`config.mk`:
```
export PLATFORM = sky130hd
export DESIGN_NAME = conv1_mem_write
export DESIGN_NICKNAME = d
export VERILOG_FILES = /design/src/rtl/conv_mem_pkg.sv /design/src/rtl/fm_raster_counter.sv /design/src/rtl/conv1_mem_write.sv
export SDC_FILE = /design/constraint.sdc
export NUM_CORES = 1
export LEC_CHECK = 0
export ABC_CLOCK_PERIOD_IN_PS = 2110
export BUFFER_PORTS_ARGS = -buffer_cell sky130_fd_sc_hd__buf_2
export CORE_MARGIN = 1
export CORE_UTILIZATION = 41
export DETAILED_ROUTE_END_ITERATION = 10
export SLEW_MARGIN = 30
export SYNTH_ARGS = -nofsm -noshare
export SYNTH_HDL_FRONTEND = slang
export SYNTH_SLANG_ARGS = --single-unit
```
`constraint.sdc`:
```
create_clock -name clk -period 2.11 [get_ports clk]
set_input_delay 0.211 -clock clk [delete_from_list [all_inputs] [get_ports clk]]
set_output_delay 0.211 -clock clk [all_outputs]
set_load 0.05 [all_outputs]
```
`src/rtl/conv_mem_pkg.sv`:
```
// ============================================================================
// conv_mem_pkg : geometry defaults and state encoding for conv feature maps
// Rev 1.0
// ============================================================================
`default_nettype none

package conv_mem_pkg;

  localparam int FM_IMG_W  = 24;
  localparam int FM_IMG_H  = 24;
  localparam int FM_DATA_W = 16;
  localparam int FM_ADDR_W = 10;
  localparam int FM_WORDS  = FM_IMG_W * FM_IMG_H;

  typedef enum logic [1:0] {
    IDLE  = 2'd0,
    WRITE = 2'd1,
    DONE  = 2'd2
  } fm_state_e;

endpackage

`default_nettype wire

```
`src/rtl/fm_raster_counter.sv`:
```
// ============================================================================
// fm_raster_counter : raster row/col tracker with a linear address counter
// Rev 1.0
// ============================================================================
`default_nettype none

module fm_raster_counter
  import conv_mem_pkg::*;
#(
  parameter int IMG_W  = FM_IMG_W,
  parameter int IMG_H  = FM_IMG_H,
  parameter int ADDR_W = FM_ADDR_W
) (
  input  logic              clk,
  input  logic              reset,
  input  logic              clear,
  input  logic              advance,
  output logic [4:0]        row,
  output logic [4:0]        col,
  output logic [ADDR_W-1:0] addr,
  output logic              last
);

  localparam logic [4:0] c_last_col = 5'(IMG_W - 1);
  localparam logic [4:0] c_last_row = 5'(IMG_H - 1);

  assign last = (row == c_last_row) && (col == c_last_col);

  // Address runs alongside row/col so no row*IMG_W multiply is needed.
  always_ff @(posedge clk or posedge reset) begin
    if (reset) begin
      row  <= '0;
      col  <= '0;
      addr <= '0;
    end else if (clear) begin
      row  <= '0;
      col  <= '0;
      addr <= '0;
    end else if (advance) begin
      if (last) begin
        row  <= '0;
        col  <= '0;
        addr <= '0;
      end else if (col == c_last_col) begin
        col  <= '0;
        row  <= row + 5'd1;
        addr <= addr + 1'b1;
      end else begin
        col  <= col + 5'd1;
        addr <= addr + 1'b1;
      end
    end
  end

endmodule

`default_nettype wire

```
`src/rtl/conv1_mem_write.sv`:
```
// ============================================================================
// conv1_mem_write : stores the conv1 pixel stream into the feature-map RAM
// Rev 1.0
// ============================================================================
`default_nettype none

module conv1_mem_write
  import conv_mem_pkg::*;
#(
  parameter int IMG_W  = FM_IMG_W,
  parameter int IMG_H  = FM_IMG_H,
  parameter int DATA_W = FM_DATA_W,
  parameter int ADDR_W = FM_ADDR_W
) (
  input  logic              clk,
  input  logic              reset,
  input  logic              start,
  input  logic              in_valid,
  input  logic [DATA_W-1:0] in_data,
  output logic              in_ready,
  output logic              mem_we,
  output logic [ADDR_W-1:0] mem_addr,
  output logic [DATA_W-1:0] mem_wdata,
  output logic [4:0]        row,
  output logic [4:0]        col,
  output logic              done,
  output logic              overflow
);

  fm_state_e         r_state;
  logic              w_accept;
  logic              w_clear;
  logic              w_last;
  logic [ADDR_W-1:0] w_addr;

  assign in_ready = (r_state == WRITE);
  assign w_accept = in_valid && in_ready;
  // A start seen in WRITE must not disturb the map in progress.
  assign w_clear  = start && (r_state != WRITE);

  fm_raster_counter #(
    .IMG_W  (IMG_W),
    .IMG_H  (IMG_H),
    .ADDR_W (ADDR_W)
  ) u_raster (
    .clk     (clk),
    .reset   (reset),
    .clear   (w_clear),
    .advance (w_accept),
    .row     (row),
    .col     (col),
    .addr    (w_addr),
    .last    (w_last)
  );

  always_ff @(posedge clk or posedge reset) begin
    if (reset) begin
      r_state   <= IDLE;
      mem_we    <= 1'b0;
      mem_addr  <= '0;
      mem_wdata <= '0;
      done      <= 1'b0;
      overflow  <= 1'b0;
    end else begin
      mem_we <= w_accept;
      if (w_accept) begin
        mem_addr  <= w_addr;
        mem_wdata <= in_data;
      end
      case (r_state)
        IDLE: begin
          if (start) r_state <= WRITE;
        end
        WRITE: begin
          if (w_accept && w_last) begin
            r_state <= DONE;
            done    <= 1'b1;
          end
        end
        DONE: begin
          if (start) begin
            r_state  <= WRITE;
            done     <= 1'b0;
            overflow <= 1'b0;
          end else if (in_valid) begin
            overflow <= 1'b1;
          end
        end
        default: r_state <= IDLE;
      endcase
    end
  end

endmodule

`default_nettype wire

```
==> impl_metrics.env <==
export IMPL_setup_violations=0
export IMPL_ant_nets=0
export IMPL_ys_warnings_count=0
export IMPL_p_clk_share_pct=20.1
export IMPL_nets=323
export IMPL_post_drt_wl_per_cell_um=11.6
export IMPL_crit_path_end_kind="register"
export IMPL_num_rows=26
export IMPL_finalCritPeriodShare_pct=86.6
export IMPL_seq_area_frac_synth_pct=58.0
export IMPL_p_per_area_nw_per_um2=1060
export IMPL_dp_hpwl_mm=3.07
export IMPL_crit_required_ps=2340
export IMPL_grt_pass1_vias=1464
export IMPL_drcViolationCount=0
export IMPL_finalWirelength_mm=4.31
export IMPL_rsz0062_at_grt="false"
export IMPL_hold_buffers=0
export IMPL_synthDistinctLibCells=32
export IMPL_drive_above_1_share_pct=25.6
export IMPL_synth_edff_count=0
export IMPL_post_cts_buffers=0
export IMPL_stdcell_count=371
export IMPL_outcome="complete, no violations"
export IMPL_placedInstanceArea_um2=2590
export IMPL_hold_worst_slack_ps=46.2
export IMPL_start_util_pct=42.8
export IMPL_htree_levels=2
export IMPL_fp_dieW_um=75.2
export IMPL_synth_seq_cells=51
export IMPL_internal_power_mw=1.63
export IMPL_clock_fmax_mhz=547
export IMPL_syn_area_um2=2200
export IMPL_die_area_um2=5660
export IMPL_numCtsBuffers=5
export IMPL_grt_max_degree=52
export IMPL_maxSlewHeadroom_pct=57.6
export IMPL_tns_ps=0
export IMPL_maxCapViolCount=0
export IMPL_period_minus_slack_ps=1830
export IMPL_cts_tree="yes"
export IMPL_synth_ff_type="dfrtp_1"
export IMPL_clock_sinks=51
export IMPL_leakage_nw=1.46
export IMPL_async_flop_share_pct=100
export IMPL_diodes=0
export IMPL_power_switching_mw=1.21
export IMPL_via_per_inst=4.77
export IMPL_clk_pin_slew_worst_paths_ps=90
export IMPL_core_um2=5140
export IMPL_critPathArrivalTime_ps=2060
export IMPL_crit_type="reg2reg"
export IMPL_cts_buffer_depth=2
export IMPL_synthCells=237
export IMPL_critPathLaunchType="register"
export IMPL_drtIter0Drc=71
export IMPL_seq_power_share_pct=45.1
export IMPL_antenna_found_initial=0
export IMPL_io_pins=60
export IMPL_ir_worst_vdd_v=0.000566
export IMPL_slew_violations=0
export IMPL_combPwrFrac_pct=34.8
export IMPL_clock_latency_ps=310
export IMPL_synth_avg_cell_area_um2=9.28
export IMPL_crit_fanout=20
export IMPL_hp_class="in2async"
export IMPL_design_area_um2=2680
export IMPL_dp_cells=363
export IMPL_grt_use_total_pct=16.2
export IMPL_first_pass_iters=5
export IMPL_worst_slew_pin_slew_ps=636
export IMPL_io_buffers=59
export IMPL_dieHeight_um=75.2
export IMPL_synth_fp_nets=260
export IMPL_grt_pass1_wl_mm=6.88
export IMPL_vias=1771
export IMPL_cts_resized=0
export IMPL_gp_congestion=0.728
export IMPL_finalHoldViolCount=0
export IMPL_swShare_pct=42.6
export IMPL_clock_skew_ps=10.4
export IMPL_syn_to_final_growth_pct=21.8
export IMPL_overflow=0
export IMPL_root_buffer="clkbuf_8"
-- per-stage QoR --
step	power, mW	worst slack, ps	util, %
after CTS	2.88	265	52.1
final	2.85	283	52.1
after global routing	3.02	147	52.1
after global placement	2.29	307	50.3
after detailed placement	2.31	288	50.3
after floorplan	2.04	169	-
-- metal layers --
| metal | up-vias | global-route usage, % | part of all wire [%] |
|---|---|---|---|
| met2 | 39 | 24.5 | 46 |
| met4 | 0 | 4.12 | 0.81 |
| met5 | - | 0 | 0 |
| met1 | 819 | 22.7 | 49 |
| met3 | 5 | 4.95 | 4.5 |
| li1 | 908 | - | - |
-- worst paths after layout --
kind                                               end  slack, ps  cells after the start                      from
max reg2reg                u_raster.row[4]$_DFFE_PP0P_        280                      6    r_state[1]$_DFFE_PP0P_
min reg2reg                   mem_wdata[1]$_DFFE_PP0N_        470                      2  mem_wdata[1]$_DFFE_PP0N_
min                           mem_wdata[1]$_DFFE_PP0N_         50                      3                     reset
min in group clk              mem_wdata[9]$_DFFE_PP0N_         80                      3                in_data[9]
max in group asynchronous     mem_wdata[2]$_DFFE_PP0N_       1620                      3                     reset
max                        u_raster.row[4]$_DFFE_PP0P_        280                      6    r_state[1]$_DFFE_PP0P_
-- Yosys cell counts (2+ instances only) --
cell type	count	area, um2
nand2_1	93	349
dfrtp_1	51	1280
a21oi_1	15	75.1
nand3_1	8	40.0
o21ai_0	7	35.0
inv_1	6	22.5
nor2_1	6	22.5
or3_1	5	31.3
clkbuf_1	4	15.0
a22o_1	3	26.3
buf_2	3	15.0
ha_1	3	37.5
nand2b_1	3	18.8
or4_1	3	22.5
a31oi_1	2	12.5
and3_1	2	12.5
and4_1	2	17.5
and4b_1	2	20.0
mux2i_1	2	20.0
nor2b_1	2	12.5
nor3_1	2	10.0
o31ai_1	2	15.0
xor2_1	2	17.5
-- cell families after synthesis --
family,Yosys count,share of synthesized area [%]
AO/OA/AOI/OAI,31,8.25
multiplexers,2,0.910
AND/OR/NAND/NOR,131,26.8
buffers and inverters,16,3.13
flip-flops,51,58.0
XOR/XNOR,3,1.19
adder cells (fa/ha/maj),3,1.71
-- critical path, cell delays in order (launching register included) --
cell and delay, ps:
dfrtp_1 390, nand3b_4 300, clkinv_2 120, buf_4 220
nand2_1 150, or4_1 420, a21oi_1 150
-- cell type report --
| cell class | count | area (um2) |
|---|---|---|
| multi-input combinational | 170 | 855 |
| sequential | 51 | 1280 |
| inverter | 7 | 27.5 |
| timing repair buffer | 65 | 340 |
| fill | 504 | 2460 |
| clock buffer | 5 | 68.8 |
| tap | 70 | 87.6 |
| clock inverter | 3 | 25.0 |
-- layout by cell type, fill, tap and decap left out, drive strengths merged, types with 5 or more instances in the layout --
cell type  count
buf           65
nor2           6
clkbuf         5
dfrtp         51
inv            6
or3            5
nand2         93
a21oi         16
o21ai          7
nand3          8
-- state kept, by name, indices dropped and copies added, names as in the netlist --
| signal | flops |
|---|---|
| u_raster.addr | 10 |
| mem_we | 1 |
| r_state | 2 |
| mem_wdata | 16 |
| u_raster.row | 5 |
| overflow | 1 |
| done | 1 |
| u_raster.col | 5 |
| mem_addr | 10 |
-- power by group through the flow --
stage	clock network, mW	logic, mW	registers [mW]
floorplan	0	0.293	1.75
global placement	0	0.996	1.30
detailed placement	0	1.00	1.31
CTS	0.589	1.00	1.29
global route	0.632	1.07	1.31
finish	0.571	0.990	1.28
(Power assumes the default switching activity.)
